$ cat src/rtl/twos_complement_decoder.sv
// twos_complement_decoder: bit-serial 16-bit two's-complement to sign/magnitude converter
module twos_complement_decoder (
  input  logic        clk,
  input  logic        rst_n,
  input  logic [15:0] A,
  input  logic        in_valid,
  output logic        in_ready,
  output logic [15:0] mag,
  output logic        sign,
  output logic        out_valid,
  input  logic        out_ready,
  output logic        busy
);
  typedef enum logic [1:0] {IDLE, COPY, INVERT, DONE} state_t;
  state_t state, state_nx;
  logic [15:0] sh, res;
  logic [3:0] cnt;
  logic sign_r, bit_out, last;
  assign in_ready = state == IDLE;
  assign out_valid = state == DONE;
  assign busy = state == COPY || state == INVERT;
  assign mag = res;
  assign sign = sign_r;
  assign last = cnt == 4'd15;
  always_comb begin
    bit_out = state == INVERT ? ~sh[0] : sh[0];
    state_nx = state;
    unique case (state)
      IDLE:    state_nx = in_valid ? COPY : IDLE;
      COPY:    state_nx = last ? DONE : (sign_r && sh[0]) ? INVERT : COPY;
      INVERT:  state_nx = last ? DONE : INVERT;
      DONE:    state_nx = out_ready ? IDLE : DONE;
      default: state_nx = IDLE;
    endcase
  end
  always_ff @(posedge clk or negedge rst_n)
    if (!rst_n) begin
      state <= IDLE;
      sh <= '0;
      res <= '0;
      cnt <= '0;
      sign_r <= 1'b0;
    end else begin
      state <= state_nx;
      if (state == IDLE && in_valid) begin
        sh <= A;
        sign_r <= A[15];
        res <= '0;
        cnt <= '0;
      end else if (busy) begin
        res[cnt] <= bit_out;
        sh <= sh >> 1;
        cnt <= cnt + 4'd1;
      end
    end
endmodule

$ cat config.mk
export PLATFORM = sky130hd
export DESIGN_NAME = twos_complement_decoder
export DESIGN_NICKNAME = d
export VERILOG_FILES = /design/src/rtl/twos_complement_decoder.sv
export SDC_FILE = /design/constraint.sdc
export NUM_CORES = 1
export LEC_CHECK = 0
export ABC_AREA = 1
export CORE_ASPECT_RATIO = 0.6
export CORE_UTILIZATION = 34
export CTS_BUF_LIST = sky130_fd_sc_hd__clkbuf_8
export DETAILED_ROUTE_END_ITERATION = 10
export SYNTH_ARGS = -nofsm -noshare
export SYNTH_HDL_FRONTEND = slang
export SYNTH_SLANG_ARGS = --single-unit
$ cat constraint.sdc
create_clock -name clk -period 2.5 [get_ports clk]
set_clock_uncertainty 0.1 [all_clocks]
set_input_delay 0.375 -clock clk [delete_from_list [all_inputs] [get_ports clk]]
set_output_delay 0.375 -clock clk [all_outputs]
set_load 0.01 [all_outputs]
Word level (Yosys, flattened, before mapping)
Cells that the tools add are included.

Input port bits: 20. Word-level logic and storage cells: 35. Register bits after elaboration: 39. Output and inout port bits: 20.

Reductions and logical operators: 6. Muxes and demuxes: 16. Bitwise gates (word level): 1. $lt $le $gt $ge: 2. $add $sub $neg: 1. Equal/unequal tests: 4.

Operator list (number): $mux W16 (4); $bwmux W16 (1); $mux W4 (2); $pmux W2 S4 (1); $mux W2 (3); $lt A4 B5 Y1 const B (1); $add A4 B1 Y4 const B (1); $demux W1 S4 (1); $eq A2 B2 Y1 const B (2); $eq A4 B4 Y1 const B (1); $ge A4 B1 Y1 const B (1); $mux W1 (4); $logic_and A1 B1 Y1 (3); $eq A2 B1 Y1 const B (1); $logic_not A2 Y1 (1); $reduce_bool A2 Y1 (1); $logic_or A1 B1 Y1 (1); $not A1 Y1 (1).

Logic depth before layout (Yosys ltp)
Depth in word-level cells: 7. Depth in mapped cells: 8.

Least setup slack after synthesis
No wires, ideal clock.

Path kind: register to register. From: register state[0]. To: register sh[10]. Arrival: 1.301 ns. Period minus slack after synthesis: 1.530 ns. Path slack: 0.970 ns. Buffers on the path: 1. Library setup time: 0.129 ns. Cell stages (with the launch flop): 8. Cell sequence: dfrtp_1 > inv_1 > ha_1 > inv_1 > buf_2 > o21ai_0 > o21ai_0 > o21ai_0.

Cells in the longest elaborated chain, start to end: 3. Elaborated cells on any way between the ends: 7. Those cells by class: eq/ne (2); mux (1); reduce/logical (4).

Ends and longest elaborated chain: from (decl) (RTL line 15) `state_t state, state_nx;`; from (signal assigned) (RTL line 44) `state <= state_nx;`; $eq A2 B1 Y1 / $eq A2 B2 Y1 (equally long branches) (RTL line 21) `assign busy = state == COPY || state == INVERT;`; $logic_or A1 B1 Y1 (*) (RTL line 21); named net busy (RTL line 12) `output logic busy`; $reduce_bool A2 Y1 (no line) (*); to (signal assigned) (RTL line 52) `sh <= sh >> 1;`; to (decl) (RTL line 16) `logic [15:0] sh, res;`.

The timed path passes the listed nets; every way through them passes the cells marked *. A chain may end at the register's enable or synchronous reset.

Final worst setup path
From: register state[0]. To: output port busy.

Cells in the longest elaborated chain, start to end: 2. Elaborated cells on any way between the ends: 3. Those cells by class: eq/ne (2); reduce/logical (1).

Ends and longest elaborated chain (RTL line): $eq A2 B1 Y1 / $eq A2 B2 Y1 (equally long branches) (21); $logic_or A1 B1 Y1 (*) (21); to (decl) (12).

Every way passes the cells marked *; elsewhere a longest branch is shown, timed or not.

==> impl_metrics.ini <==
[power]
p_clk_share_pct = 16.0
p_sw_share_pct = 41.9
p_seq_share_pct = 38.4
ir_drop_mv = 0.349
p_comb_share_pct = 45.6
powerDensity_nw_per_um2 = 975
internal-power_mw = 1.40
p_sw_mw = 1.01
power_leakage_nw = 1.15

[setup_path]
cp.required_ns = 2.03
r2r-start = state[0]
start_kind = flip-flop
reg2reg_depth = 7
cp_max_fo = 3
r2r_slack_ns = 0.59
critPathKind = reg -> out
worstPathArrival_ns = 1.63
end_kind = output port
timing.rr.end = mag[15]
slowest_stage = clkdlybuf4s50_1
slowest_delay_ns = 0.55
path_cells = inv_1, ha_1, clkdlybuf4s50_1

[global_route]
antenna_found_initial = 0
grt.total_usage_pct = 17.3
first_global_vias = 1637
grt_max_degree = 40
grt_pass1_wl_mm = 7.93
globalRouteOverflowTotal = 0

[synth]
yosys.area_share.simple_pct = 14.9
synth_cells = 234
yosys_most_used_dff = dfrtp_1
synth_common_cells = o21ai_0 (49), dfrtp_1 (39), nand2_1 (36), inv_1 (35), nand3_1 (18)
synth_top_area_share_pct = 49.8
synthMuxAreaShare_pct = 0
yosysTopAreaCell = dfrtp_1
synth_edf_count = 0
synth_most_common_cell = o21ai_0
ys_ff_latch = 39
synthXorXnorAreaFrac_pct = 0.830
yosysUniqueCellTypes = 21
synth.avg_cell_area_um2 = 8.37
synth-seq-area-share_pct = 49.8
synth_compound_area_share_pct = 19.3
synth-adder-area-share_pct = 5.11
syn_nets = 262
synth_top_family_by_area = compound AO/OA/AOI/OAI gates
async_reset_ff_share_pct = 100
synth.area.top_cells = dfrtp_1 (50%), o21ai_0 (13%), nand2_1 (6.9%)
yosys_warnings = 0
syn-cell-area_um2 = 1960

[floorplan]
dieArea_um2 = 6080
coreArea_um2 = 5310
row_count = 20
chipWidth_um = 100
ios = 40
die_h_um = 60.8
initial_core_util_pct = 36.9

[clock_tree]
ctsLongestPathBuffers = 2
cts-htree-levels = 2
postCtsHoldBufs = 0
post_cts_buffers = 0
cts.sinks = 39
path_clk_slew_ns = 0.07
numCtsBuffers = 5
clkLatencyLatePin_ns = 0.28
root_buffer = clkbuf_8
post_cts_resized = 0
cts_tree = built

[sta]
rsz0062_at_grt = false
timing.fmax_ghz = 0.475
finalHoldViolCount = 0
period_share_pct = 84.2
worstMarginPinSlew_ns = 0.888
slew_viol_final = 0
max-slew-margin-rel_pct = 40.8
finalSetupTns_ns = 0
finalCriticalPeriod_ns = 2.10
setup_violations = 0

[drt]
viasPerCell = 4.74
first_pass_iters = 4
wl_per_cell_um = 13.0
route.detailed.drc = 0
routed_wl_mm = 4.57
vias = 1670
ant_nets = 0
drt_iter0_markers = 87

[final_layout]
synthToLayoutAreaGrowth_pct = 26.6
postLayoutCoreUtil_pct = 46.8
final_nets = 304
drive_above_1_share_pct = 5.45
n_antenna_cell = 0

[placed_design]
place_congestion = 0.785
port_buffers = 39
dp_hpwl_mm = 3.24

[job]
maxCapViolations = 0

[run_status]
outcome = complete, no violations

[min_path]
hold_class = in -> async
==> critical path, delay by kind of cell, from the launching register on <==
family | cells | cell delay (ns)
flip-flops | 1 | 0.40
buffers and inverters | 2 | 0.63
adder cells (fa/ha/maj) | 1 | 0.31
==> per-stage QoR <==
step / hold WS (ns) / instance area [µm²] / cells / power (mW) / setup WS [ns]
4_1_cts: 0.142 / 2480 / 352 / 2.44 / 0.372
3_3_place_gp: 0.394 / 2410 / 346 / 2.01 / 0.594
5_1_grt: 0.177 / 2480 / 352 / 2.68 / 0.317
2_1_floorplan: -0.0206 / 1960 / 234 / 1.69 / 0.970
3_5_place_dp: 0.412 / 2410 / 346 / 2.04 / 0.602
6_report: 0.108 / 2480 / 352 / 2.42 / 0.396
==> worst max-delay path by stage <==
stage	startpoint	endpoint	slack, ns	depth (start not counted)
4_1_cts	state[0]	busy	0.37	3
5_1_grt	state[0]	busy	0.32	3
3_3_place_gp	in_valid	mag[15]	0.59	5
6_report	state[0]	busy	0.40	3
3_5_place_dp	state[0]	mag[15]	0.60	7
2_1_floorplan	state[0]	sh[10]	0.97	7
==> layout by cell type, fill, tap and decap left out <==
cell type and n:
o21ai_1 8, buf_2 1, nand2_1 36, inv_2 1, ha_1 8, o21ai_0 49, dfrtp_1 39, a21oi_1 17
nand3_1 18, nor2_1 9, nand3_2 1, clkbuf_8 5, o211ai_1 1, nor3_1 1, inv_1 36, buf_4 4
clkdlybuf4s50_1 38, nand2_2 1, xor2_2 1, nor2_4 1
==> area by class of cell <==
class | count | area (µm²)
fillers | 539 | 2820
flip-flops and latches | 39 | 976
multi-input cells | 151 | 786
repair buffers | 43 | 415
inverters | 36 | 135
well taps | 77 | 96.3
clock buffers | 5 | 68.8
clock inverters | 1 | 3.75
==> power by group through the flow <==
stage	logic [mW]	registers, mW	clock network (mW)
final	1.10	0.929	0.388
after global routing	1.30	0.952	0.429
after CTS	1.11	0.928	0.403
after detailed placement	1.10	0.941	0
after global placement	1.08	0.934	0
after floorplan	0.760	0.926	0
==> cells by family after synthesis <==
logic type / Yosys count
AOI/OAI and AO/OA: 75
and+or+nand+nor: 67
xor gates and xnor gates: 1
adders and majority gates: 8
buffers and inverters: 44
DFF: 39
==> sequential cells by signal (all words and copies together) (netlist names) <==
name and flops:
cnt 4, sign 1, sh 16, mag 16
state 2
==> metal layers <==
metal / share of wire [%] / track usage, %
met3: 4.9 / 4.49
met5: 0 / 0
met1: 54 / 25.0
met4: 0.28 / 3.73
met2: 41 / 26.5
Power figures use the tool's default switching activity.
